$ cat src/rtl/lsu_ctrl.sv
// Load/store controller: turns one byte-addressed load/store into 32-bit word
// accesses, with read-modify-write for sub-word stores and early rejection of bad requests.
module lsu_ctrl #(
    parameter int MEM_AW = 30
) (
    input  logic        clk,
    input  logic        rst_n,
    input  logic        req_valid,
    output logic        req_ready,
    input  logic        req_we,
    input  logic [1:0]  req_size,
    input  logic        req_unsigned,
    input  logic [31:0] req_addr,
    input  logic [31:0] req_wdata,
    output logic        resp_valid,
    output logic [31:0] resp_rdata,
    output logic        resp_err,
    output logic [31:0] mem_raddr,
    input  logic [31:0] mem_rdata,
    output logic [31:0] mem_waddr,
    output logic [31:0] mem_wdata,
    output logic        mem_wen
);

    typedef enum logic [2:0] {
        IDLE,
        RD1,
        RD2,
        WR,
        RESP
    } state_t;

    state_t state, state_next;

    logic        we_q;
    logic [1:0]  size_q;
    logic        uns_q;
    logic [31:0] addr_q;
    logic [31:0] wdata_q;
    logic [31:0] word_q;
    logic [31:0] resp_rdata_q;
    logic        resp_err_q;
    logic        accept;

    // Size/alignment/range screening of an incoming request.
    function automatic logic req_bad(input logic [1:0] size, input logic [31:0] addr);
        logic [31:0] waddr;
        logic        out_of_range;
        waddr        = {2'b00, addr[31:2]};
        out_of_range = (waddr >> MEM_AW) != 32'd0;
        case (size)
            2'b00:   req_bad = out_of_range;
            2'b01:   req_bad = out_of_range | addr[0];
            2'b10:   req_bad = out_of_range | (addr[1:0] != 2'b00);
            default: req_bad = 1'b1;
        endcase
    endfunction

    function automatic logic [31:0] load_extract(input logic [31:0] word, input logic [1:0] size,
                                                 input logic [1:0] lane, input logic uns);
        logic signed [7:0]  b;
        logic signed [15:0] h;
        b = word[{lane, 3'b000} +: 8];
        h = lane[1] ? word[31:16] : word[15:0];
        case (size)
            2'b00:   load_extract = uns ? {24'd0, b} : {{24{b[7]}}, b};
            2'b01:   load_extract = uns ? {16'd0, h} : {{16{h[15]}}, h};
            default: load_extract = word;
        endcase
    endfunction

    function automatic logic [31:0] store_merge(input logic [31:0] word, input logic [31:0] wdata,
                                                input logic [1:0] size, input logic [1:0] lane);
        logic [31:0] merged;
        merged = word;
        case (size)
            2'b00: merged[{lane, 3'b000} +: 8] = wdata[7:0];
            2'b01: begin
                if (lane[1]) merged[31:16] = wdata[15:0];
                else         merged[15:0]  = wdata[15:0];
            end
            default: merged = wdata;
        endcase
        store_merge = merged;
    endfunction

    assign accept = req_valid && (state == IDLE);

    always_ff @(posedge clk) begin
        if (!rst_n) begin
            state        <= IDLE;
            we_q         <= 1'b0;
            size_q       <= 2'b00;
            uns_q        <= 1'b0;
            addr_q       <= 32'd0;
            wdata_q      <= 32'd0;
            word_q       <= 32'd0;
            resp_rdata_q <= 32'd0;
            resp_err_q   <= 1'b0;
        end else begin
            state <= state_next;
            if (accept) begin
                we_q    <= req_we;
                size_q  <= req_size;
                uns_q   <= req_unsigned;
                addr_q  <= req_addr;
                wdata_q <= req_wdata;
            end
            if (state == RD2) word_q <= mem_rdata;
            // Response registers only change on entry to RESP, so they hold between responses.
            if (state_next == RESP) begin
                resp_err_q   <= (state == IDLE);
                resp_rdata_q <= (state == RD2 && !we_q)
                                ? load_extract(mem_rdata, size_q, addr_q[1:0], uns_q) : 32'd0;
            end
        end
    end

    always_comb begin
        state_next = state;
        req_ready  = 1'b0;
        resp_valid = 1'b0;
        mem_wen    = 1'b0;
        mem_wdata  = 32'd0;
        case (state)
            IDLE: begin
                req_ready = 1'b1;
                if (req_valid) begin
                    if (req_bad(req_size, req_addr))          state_next = RESP;
                    else if (req_we && req_size == 2'b10)     state_next = WR;
                    else                                      state_next = RD1;
                end
            end
            RD1:  state_next = RD2;
            RD2:  state_next = we_q ? WR : RESP;
            WR: begin
                mem_wen    = 1'b1;
                mem_wdata  = store_merge(word_q, wdata_q, size_q, addr_q[1:0]);
                state_next = RESP;
            end
            RESP: begin
                resp_valid = 1'b1;
                state_next = IDLE;
            end
            default: state_next = IDLE;
        endcase
    end

    assign mem_raddr  = {2'b00, addr_q[31:2]};
    assign mem_waddr  = {2'b00, addr_q[31:2]};
    assign resp_rdata = resp_rdata_q;
    assign resp_err   = resp_err_q;

endmodule

$ cat config.mk
export PLATFORM = sky130hd
export DESIGN_NAME = lsu_ctrl
export DESIGN_NICKNAME = d
export VERILOG_FILES = /design/src/rtl/lsu_ctrl.sv
export SDC_FILE = /design/constraint.sdc
export NUM_CORES = 1
export LEC_CHECK = 0
export ABC_CLOCK_PERIOD_IN_PS = 8200
export CORE_MARGIN = 2
export CORE_UTILIZATION = 29
export DETAILED_ROUTE_END_ITERATION = 7
export PLACE_DENSITY_LB_ADDON = 0.08
export SYNTH_ARGS = -nofsm -noshare
export SYNTH_HDL_FRONTEND = slang
export SYNTH_SLANG_ARGS = --single-unit
$ cat constraint.sdc
create_clock -name clk -period 8.2 [get_ports clk]
set_input_delay 1.64 -clock clk [delete_from_list [all_inputs] [get_ports clk]]
set_output_delay 1.64 -clock clk [all_outputs]
set_load 0.01 [all_outputs]
==> metrics <==
post-synthesis sequential area ratio around two fifths; CTS buffer count 17; HP Class flip-flop to flip-flop; clk_lat worst skew 0.42 ns; DIE AREA 0.0256 sq mm; CP peak stage delay just under 0.6 ns; Die W about 160 um; fmax just under 200 MHz; Slew headroom 25.6%; largest family of logic cells by synthesized area compound AO/OA/AOI/OAI gates; final setup violation count 0; Crit Path Category flip-flop to output port; GRT Total Usage 18.9%; area delta synth->final 36.3%; largest area contributor in the netlist dfxtp_1; CP max-delay cell dfxtp_1; CP arrival 3.51 ns; grt total ovfl 0; DR WL/cell 18.5 um; Synth top area share 38.6%; Max clock buf depth 2; share of cells above drive strength 1 under 10%; CTS tree yes; # rows 57; final worst path period need 5.15 ns; RSZ-0062 raised after global routing no; Worst-Margin Slew 1.11 ns; synth warn 0; Post-CTS Setup Bufs 0; gpl congestion between 0.8 and 0.9; crit-path max FO 14; Hold Buf Count CTS 0; DRC Markers 0; synthesis-stage register bit count about 140; Antenna diodes 0; Hold Crit Depth 1; Post-Synth XOR/XNOR Area 0%; ys async rst share 0%; Resized Gates After CTS 0; Leak approximately 3.2 nW; Slew Viols, Final 0; endpoints failing hold 0; DR vias 6476; Core Area 0.0241 sq mm; multiplexer area fraction after synthesis 3.44%; Worst Skew 0.00765 ns; die height approximately 160 um; DRT antenna net count 0; crit path capture mem_wdata[18]; count leader, synth nand2_1; peak supply drop 0.121 mV; fraction of the mapped netlist area in simple logic gates 19.4%; first-pass GRT wire length approximately 37000 um; Final Cycle Share 62.8%; TritonCTS Sinks 136; Critical path origin addr_q[0]; RR Startpoint size_q[1]; Syn Area/Cell about 8.3 sq um; Netlist cell types 48; nets@finish around 1.1k; adder-cell area share of the yosys netlist 0.888%; cells after synthesis around 850; critical-path cell list inv_1 > ha_1 > or4bb_1 > o21ai_1 > a222oi_1 > nor2_1 > clkdlybuf4s50_1; dpl cells about 1.3k; vias in the first global route 6321; Critical Path Sink Type output port; post-DP HPWL 17200 um; Starting Density 29.2%; Root Buffer clkbuf_16; clk slew on worst S/H paths 0.06 ns; Top FF cell, synth dfxtp_1; crit start category flip-flop; Final Instance Count excl. Fillers 1319; H-tree depth 4; Via-to-Cell Ratio 4.91; largest net degree at the start of global routing 105; critical path required time ~6.6 ns; top area cells in the synthesized netlist dfxtp_1 (39%), nand2_1 (11%), a21boi_0 (11%), buf_4 (6.8%), a22o_1 (4.2%); capturing point of the worst reg2reg path resp_rdata[31]; initial antenna violation count 0; port buffer count 230; EDFF count, synth 0; IO Pins 235; setup_tns 0 ns; Post-synth top cells nand2_1 (213), dfxtp_1 (136), a21boi_0 (100), buf_4 (64), clkbuf_1 (41); Worst R2R Setup Slack 5.58 ns; Post-Syn Area 0.00705 sq mm; depth of the most critical reg-to-reg path 5; outcome completed; Power Dens Cells approximately 190 mW/mm^2; count of maximum capacitance violations 0; post-synthesis compound-gate area fraction 26.2%; Total Wirelength between 20000 and 25000 um; drt first pass iters 7; DR iter-0 viols 629
## sequential cells by signal (all words and copies together), names as in the netlist
register,count
uns_q,1
we_q,1
wdata_q,32
size_q,2
resp_err,1
addr_q,32
word_q,32
resp_rdata,32
state,3
## metal layers
metal / GRT usage [%] / vias up / routed length [um]
li1: - / 3177 / -
met3: 5.30 / 13 / 1690
met5: 0 / - / 0
met2: 27.8 / 238 / 10300
met4: 3.77 / 0 / 262
met1: 27.5 / 3048 / 12100
## cell families (layout without fill, tap and decap cells)
| family | count (synthesis) | count (layout) |
|---|---|---|
| muxes | 24 | 24 |
| buffers and inverters | 137 | 281 |
| adders and majority gates | 5 | 5 |
| other | 1 | 4 |
| DFF | 136 | 136 |
| AOI/OAI and AO/OA | 237 | 237 |
| and+or+nand+nor | 308 | 308 |
## worst max-delay path: cells and delay by family, from the launching register on
| family | cells | cell delay [ns] |
|---|---|---|
| AOI/OAI and AO/OA | 2 | 0.75 |
| and+or+nand+nor | 2 | 0.66 |
| DFF | 1 | 0.59 |
| buffers and inverters | 2 | 0.73 |
| adders and majority gates | 1 | 0.38 |
## cell type report
| class | count | area, sq um |
|---|---|---|
| Clock buffer | 19 | 433 |
| Clock inverter | 13 | 100 |
| Fill cell | 2555 | 14500 |
| Inverter | 8 | 30.0 |
| Multi-Input combinational cell | 578 | 3530 |
| Sequential cell | 136 | 2720 |
| Tap cell | 324 | 405 |
| Timing Repair Buffer | 241 | 2380 |
## cell usage in the layout, fill, tap and decap left out, types with 18 or more instances in the layout
cell type	n
a21boi_0	100
a222oi_1	21
clkdlybuf4s50_1	229
nand2b_1	30
nor2_1	18
nand2_1	213
dfxtp_1	135
a22o_1	34
mux2i_1	22
## where the power goes
part           internal (mW)  switching [mW]
logic                  0.167           0.179
clock network          0.388           0.310
registers              0.700          0.0426
## how the worst min path moves through the flow
stage                   start             end  slack (ns)
2_1_floorplan      word_q[16]      word_q[16]        0.44
3_3_place_gp   resp_rdata[11]  resp_rdata[11]        0.45
3_5_place_dp    resp_rdata[9]   resp_rdata[9]        0.46
4_1_cts           wdata_q[25]     wdata_q[25]        0.47
5_1_grt         resp_rdata[9]   resp_rdata[9]        0.49
6_report       resp_rdata[15]  resp_rdata[15]        0.46
## through the flow
step / hold WS (ns) / utilization (%) / instance area (sq um) / setup WS (ns) / total power, mW
2_1_floorplan: 0.443 / - / 7060 / 4.36 / 0.961
3_3_place_gp: 0.451 / 37.6 / 9070 / 3.57 / 1.10
3_5_place_dp: 0.457 / 37.6 / 9070 / 3.50 / 1.10
4_1_cts: 0.470 / 39.9 / 9610 / 3.06 / 1.81
5_1_grt: 0.490 / 39.9 / 9610 / 2.82 / 1.88
6_report: 0.464 / 39.9 / 9610 / 3.05 / 1.79
Power figures use the tool's default switching activity.
